[config.mk]
export PLATFORM = sky130hd
export DESIGN_NAME = mem_stage_sequencer
export DESIGN_NICKNAME = d
export VERILOG_FILES = /design/src/rtl/lc3b_types.sv /design/src/rtl/mem_stage_sequencer.sv
export SDC_FILE = /design/constraint.sdc
export NUM_CORES = 1
export LEC_CHECK = 0
export CORE_MARGIN = 3
export CORE_UTILIZATION = 44
export CTS_CLUSTER_DIAMETER = 100
export DETAILED_ROUTE_END_ITERATION = 7
export PLACE_DENSITY = 0.77
export RECOVER_POWER = 50
export SYNTH_ARGS = -nofsm -noshare
export SYNTH_HDL_FRONTEND = slang
export SYNTH_SLANG_ARGS = --single-unit
[constraint.sdc]
create_clock -name clk -period 1.85 [get_ports clk]
set_clock_uncertainty 0.05 [all_clocks]
set_input_delay 0.185 -clock clk [delete_from_list [all_inputs] [get_ports clk]]
set_output_delay 0.185 -clock clk [all_outputs]
set_load 0.005 [all_outputs]
[src/rtl/lc3b_types.sv]
// Shared LC-3b datapath types.
// Provides the word and opcode types, the opcode encodings, and the state
// encoding used by the MEM-stage memory sequencer.
package lc3b_types;

  typedef logic [15:0] lc3b_word;
  typedef logic [3:0]  lc3b_opcode;

  localparam lc3b_opcode op_br   = 4'b0000;
  localparam lc3b_opcode op_add  = 4'b0001;
  localparam lc3b_opcode op_ldb  = 4'b0010;
  localparam lc3b_opcode op_stb  = 4'b0011;
  localparam lc3b_opcode op_jsr  = 4'b0100;
  localparam lc3b_opcode op_and  = 4'b0101;
  localparam lc3b_opcode op_ldr  = 4'b0110;
  localparam lc3b_opcode op_str  = 4'b0111;
  localparam lc3b_opcode op_rti  = 4'b1000;
  localparam lc3b_opcode op_not  = 4'b1001;
  localparam lc3b_opcode op_ldi  = 4'b1010;
  localparam lc3b_opcode op_sti  = 4'b1011;
  localparam lc3b_opcode op_jmp  = 4'b1100;
  localparam lc3b_opcode op_shf  = 4'b1101;
  localparam lc3b_opcode op_lea  = 4'b1110;
  localparam lc3b_opcode op_trap = 4'b1111;

  typedef enum logic [2:0] {
    IDLE,
    ACCESS,
    PTR,
    IND,
    DONE
  } memseq_state_t;

endpackage

[src/rtl/mem_stage_sequencer.sv]
// MEM-stage memory sequencer for the pipelined LC-3b.
// Converts the MEM-stage mem_read/mem_write control bits into data-cache
// request/response handshakes, running the two-access pointer/data sequence
// for LDI/STI, and holds the upstream pipeline while an access is in flight.
//
// Ports:
//   clk, rst        clock and synchronous active-high reset
//   valid_in        MEM stage holds a valid instruction
//   opcode          MEM-stage opcode
//   mem_read_in     control word mem_read
//   mem_write_in    control word mem_write
//   addr_in         effective address
//   dmem_resp       data-cache response pulse
//   dmem_rdata      data-cache read data (valid with dmem_resp)
//   dmem_read       data-cache read request
//   dmem_write      data-cache write request
//   dmem_address    data-cache address
//   rdata_out       captured load data, valid while done is high
//   stall           freeze IF/ID/EX/MEM pipeline registers
//   done            one-cycle completion pulse
module mem_stage_sequencer
  import lc3b_types::*;
(
  input  logic       clk,
  input  logic       rst,
  input  logic       valid_in,
  input  lc3b_opcode opcode,
  input  logic       mem_read_in,
  input  logic       mem_write_in,
  input  lc3b_word   addr_in,
  input  logic       dmem_resp,
  input  lc3b_word   dmem_rdata,
  output logic       dmem_read,
  output logic       dmem_write,
  output lc3b_word   dmem_address,
  output lc3b_word   rdata_out,
  output logic       stall,
  output logic       done
);

  memseq_state_t state, state_next;
  lc3b_word      ptr_reg, data_reg;

  logic mem_op, indirect, is_ldi;

  assign mem_op   = valid_in & (mem_read_in | mem_write_in);
  assign indirect = mem_op & ((opcode == op_ldi) | (opcode == op_sti));
  assign is_ldi   = (opcode == op_ldi);

  // Combinational so the pipeline is already frozen in the acceptance cycle;
  // released in DONE so the finished instruction advances.
  assign stall = mem_op & (state != DONE);

  always_comb begin
    state_next = state;
    unique case (state)
      IDLE:    if (mem_op) state_next = indirect ? PTR : ACCESS;
      ACCESS:  if (dmem_resp) state_next = DONE;
      PTR:     if (dmem_resp) state_next = IND;
      IND:     if (dmem_resp) state_next = DONE;
      DONE:    state_next = IDLE;
      default: state_next = IDLE;
    endcase
  end

  always_comb begin
    dmem_read    = 1'b0;
    dmem_write   = 1'b0;
    dmem_address = '0;
    rdata_out    = '0;
    done         = 1'b0;
    unique case (state)
      ACCESS: begin
        dmem_address = addr_in;
        dmem_read    = mem_read_in;
        // Read wins if a control word ever sets both bits.
        dmem_write   = mem_write_in & ~mem_read_in;
      end
      PTR: begin
        dmem_address = addr_in;
        dmem_read    = 1'b1;
      end
      IND: begin
        dmem_address = ptr_reg;
        dmem_read    = is_ldi;
        dmem_write   = ~is_ldi;
      end
      DONE: begin
        done      = 1'b1;
        rdata_out = data_reg;
      end
      default: ;
    endcase
  end

  always_ff @(posedge clk) begin
    if (rst) begin
      state    <= IDLE;
      ptr_reg  <= '0;
      data_reg <= '0;
    end else begin
      state <= state_next;
      if (dmem_resp) begin
        unique case (state)
          ACCESS: if (mem_read_in) data_reg <= dmem_rdata;
          // Pointers are word addresses; drop the byte bit.
          PTR:    ptr_reg <= {dmem_rdata[15:1], 1'b0};
          IND:    if (is_ldi) data_reg <= dmem_rdata;
          default: ;
        endcase
      end
    end
  end

endmodule

# == Word level (Yosys, flattened, before mapping) ==
# Index checks and enable logic that the tools add are counted.
# Widths: inputs -> output; s select.
# totals
register_bits,34
latch_bits,0
ram_bits,0
rom_bits,0
inputBits,42
n_memories,0
# classes
n_addsub,0
mul,0
div_mod_pow,0
order_cmp,0
eq_ne,12
shift,0
muxes,13
n_bitwise,8
n_reduce_logical,7
# ops
cell,count
$pmux 16 s2,2
$mux 16,3
$mux 3,3
$pmux 3 s3,1
$eq 4x4->1 const B,2
$ne 2x2->1 const B,4
$eq 3x2->1 const B,2
$and 1x1->1,4
$reduce_and 4->1,1
$reduce_or 2->1,2
$eq 3x1->1 const B,1
$eq 3x3->1 const B,1
$logic_not 3->1,1
$ne 3x3->1 const B,1
$pmux 1 s3,1
$reduce_and 3->1,1
$mux 2,1
$ne 2x1->1 const B,1
$not 1->1,2
$or 1x1->1,2
$pmux 1 s2,1
$reduce_and 2->1,1
$reduce_bool 2->1,1
$mux 1,1

# == Depth between registers and ports, before layout ==
# depth
depth_word,6
mapped_depth,6

# == Least setup slack after synthesis ==
# Ideal clock, no wire load.
# synth_path
path_kind,register to output
startpoint,reg state[0]
endpoint,out dmem_address[12]
t_arrival_ns,1.227
path_slack_ns,0.388
stages_incl_launch_ff,6
path_buffers,2
path_cell_list,dfxtp_1 buf_4 buf_2 mux2_2 a22oi_1 nor2_1
# synth_between
elab_chain_cells,3
# synth_lines
element,line_no,rtl
"start, declared",mem_stage_sequencer.sv:41,"memseq_state_t state, state_next;"
"start signal, assigned",mem_stage_sequencer.sv:102,state <= state_next;
$eq 3x1->1 or $eq 3x2->1 (tied branches),mem_stage_sequencer.sv:72,unique case (state)
$reduce_or 2->1 (no source line),-,
$pmux 16 s2 (*),mem_stage_sequencer.sv:72,
"end, declared",mem_stage_sequencer.sv:35,"output lc3b_word dmem_address,"
# Every way passes the cells marked *; elsewhere a longest branch is shown, timed or not.

# == Worst setup path after layout ==
# layout_path
startpoint,reg state[0]
endpoint,out dmem_address[5]
# Same word-level chain as after synthesis.

==> metrics.md <==
| Metric | Value |
|---|---|
| Switching share of power | `25.1%` |
| Crit path max-delay family | `flip-flops` |
| Critical path required time | `between 1500 and 2000 ps` |
| Maximum VDD drop | `521 uV` |
| Reg clk slew, reported paths | `roughly 70 ps` |
| Critical path class | `register to output port` |
| Grt ovf | `0` |
| Clk network pwr share | `roughly a third` |
| Crit-path cells | `buf_8 -> mux2_2 -> a22oi_1 -> nor2_1 -> dlygate4sd2_1` |
| Worst slack, placed | `-40.7 ps` |
| Static Leak | `~1.6 nW` |
| Proportion of layout cells with a drive suffix above 1 | `between 20 and 25%` |
| Layout area overhead | `54.9%` |
| Root Buffer | `clkbuf_8` |
| Hold buffers post-CTS | `0` |
| Final Non-Filler Cells | `between 300 and 400` |
| Mean Syn Cell Area | `around 8.5 sq um` |
| Post-synth top cells | `34 x dfxtp_1, 33 x nand2b_1, 32 x nand2_1, 17 x a21oi_1, 17 x nor2_1` |
| Sequential Power Share | `43.6%` |
| Final hold vios | `0` |
| Power Dens Cells | `between 500 and 600 mW/mm^2` |
| Post-synth top area share | `between 30 and 40%` |
| Final instance area | `approximately 0.0031 sq mm` |
| Critical path arrival | `approximately 1600 ps` |
| #FFs+latches synth | `34` |
| Antenna viol nets, final | `0` |
| WL per Instance | `14.2 um` |
| Status | `complete, no violations` |
| Setup TNS | `0 ps` |
| Cell with the most instances after synthesis | `dfxtp_1` |
| Post-synthesis sequential area ratio | `34.2%` |
| Vias in the first global route | `1905` |
| Post-synth ARST share | `0%` |
| Max Freq | `approximately 0.54 GHz` |
| DR pass1 iterations | `4` |
| Comb pwr share | `24.5%` |
| TritonCTS clock tree | `done` |
| Routed WL | `~5300 um` |
| Total CTS buffers | `5` |
| Core area | `0.00417 sq mm` |
| Cell taking the most area after synthesis | `dfxtp_1` |
| Max-slew violations | `0` |
| CP bufs+invs | `2` |
| Min Clock Period, post-route | `between 1500 and 2000 ps` |
| Post-Synth XOR/XNOR Area | `0.441%` |
| Mux share of post-synthesis cell area | `17.1%` |
| GPL Wtd Cong | `0.749` |
| Final Setup Violations | `0` |
| Synth Area in Adders | `0%` |
| DRC viols | `0` |
| Final net count | `364` |
| CTS HTree Levels | `2` |
| Setup ws final | `9.63 ps` |
| Largest family of logic cells by synthesized area | `simple AND/OR/NAND/NOR gates` |
| Hold Path Class | `register to register` |
| Slew headroom | `a little under two thirds` |
| Util after Layout | `between 70% and 80%` |
| Vias per cell | `between 5 and 6` |
| Int Pwr | `around 0.0013 W` |
| Number of flops mapped to enable cells by yosys | `0` |
| Clock latency at the later pin of the worst-skew pair | `between 200 and 300 ps` |
| Die Y-Extent | `73.2 um` |
| Max FFs per register | `16` |
| Synth top area cells | `dfxtp_1 34%, nand2b_1 10%, mux2_2 9.1%` |
| Starting Density | `between 40 and 50%` |
| First-pass GRT wire length | `8140 um` |
| Post-synthesis simple-gate area fraction | `between 30% and 40%` |
| All-layer global routing usage | `19.1%` |
| Worst setup EP type | `output port` |
| Die ar. | `around 0.0054 sq mm` |
| N_diodes | `0` |
| I/O pin count | `78` |
| Fillers | `approximately 340` |
| CP Max Fanout | `6` |
| Synth Area in Compound Gates | `approximately an eighth` |
| FP Rows | `23` |
| Max-cap violations | `0` |
| CTS Sinks | `34` |
| Initial antenna violation count | `0` |
| Ys flop type | `dfxtp_1` |
| I/O Buffers | `slightly below 80` |
| Detailed Route Iter0 Violations | `53` |
| Ys Warns | `0` |
| Psw | `0.000440 W` |
| Maximum single-stage delay on the critical path | `410 ps` |
| Vias | `approximately 2000` |
| Slowest library cell on the worst path | `dfxtp_4` |
| RSZ-0062 raised after global routing | `true` |
| Final Cycle Share | `roughly 99%` |
| Largest net degree at the start of global routing | `35` |
| CP startpoint kind | `register` |
| Count of mapped cells out of synthesis | `around 240` |
| Post-DP HPWL | `around 3800 um` |
| Synthesized net count | `about 280` |
| Placed cells | `~360` |
| DP Area | `approximately 0.0028 sq mm` |
| Clock buffer depth | `2` |
| Distinct cells, synth | `28` |
| Mapped Area | `roughly 0.0020 sq mm` |
| Worst-margin pin slew | `around 540 ps` |
| Chip width | `between 70 and 80 um` |
-- area by class of cell --
class / count / area, sq um / share of cell area [%]
Clock inverter: 1 / 5.00 / 0.163
Multi-Input combinational cell: 182 / 1260 / 40.8
Timing Repair Buffer: 99 / 983 / 31.9
Clock buffer: 7 / 86.3 / 2.80
Tap cell: 50 / 62.6 / 2.03
Sequential cell: 34 / 686 / 22.3
-- timing repair --
item	4_1_cts	5_1_grt
cloned	0	3
pin swaps	0	0
buffers inserted	3	4
gates resized for setup	45	42
setup endpoints to repair	34	32
-- per-stage QoR --
step / total power, W / hold slack, ps
after floorplan: 0.000975 / 271
after global routing: 0.00183 / 429
after global placement: 0.00117 / 394
final: 0.00175 / 409
after CTS: 0.00174 / 413
after detailed placement: 0.00118 / 403
-- cell families after synthesis --
logic type	Yosys count
compound gates	38
xor+xnor	1
buf+inv	19
flops	34
mux	32
simple gates	111
-- path summary, 6_finish.rpt --
kind | slack [ps] | endpoint | cells after the start | startpoint
setup / recovery | 10 | dmem_address[5] | 5 | state[0]
hold / removal | 410 | ptr_reg[2] | 2 | ptr_reg[2]
setup reg to reg | 250 | ptr_reg[1] | 4 | state[2]
hold reg to reg | 410 | ptr_reg[2] | 2 | ptr_reg[2]
-- worst reg2reg max path: cells and delay by family (launching register included) --
kind / cells / cell delay, ps
AOI/OAI and AO/OA: 1 / 160
buffers and inverters: 1 / 210
DFF: 1 / 320
and+or+nand+nor: 2 / 780
-- layer usage --
metal  up-vias  part of all wire (%)  wire [um]  track usage (%)
li1        976                     -          -                -
met4         0                   1.1         56             4.92
met5         -                     0          0                0
met2        47                    52       2740             35.4
met3         8                   5.3        279             4.55
met1       929                    42       2230             21.5
-- power groups by stage --
stage / Sequential [W] / Combinational [W] / Clock (W)
floorplan: 0.000771 / 0.000204 / 0
global placement: 0.000774 / 0.000398 / 0
finish: 0.000763 / 0.000429 / 0.000558
detailed placement: 0.000775 / 0.000403 / 0
CTS: 0.000761 / 0.000406 / 0.000572
global route: 0.000764 / 0.000462 / 0.000602
-- cell usage in the layout, fill, tap and decap left out, types with 2 or more instances in the layout --
cell type,netlist,routed
mux2i_1,16,16
and2_1,16,16
mux2_2,16,15
clkbuf_8,0,6
buf_6,3,4
nand4bb_1,2,2
buf_2,5,4
clkbuf_2,0,5
a21oi_1,17,17
a22oi_2,0,9
clkdlybuf4s15_1,0,5
a22oi_1,15,6
nor3b_1,4,4
dfxtp_1,34,32
buf_4,2,15
nand2_1,32,32
clkdlybuf4s50_1,0,40
nand3b_1,2,2
nand2b_1,33,33
dlygate4sd2_1,0,4
nor2_1,17,17
dlymetal6s2s_1,0,18
No activity file was read; power rests on OpenSTA's default activity.
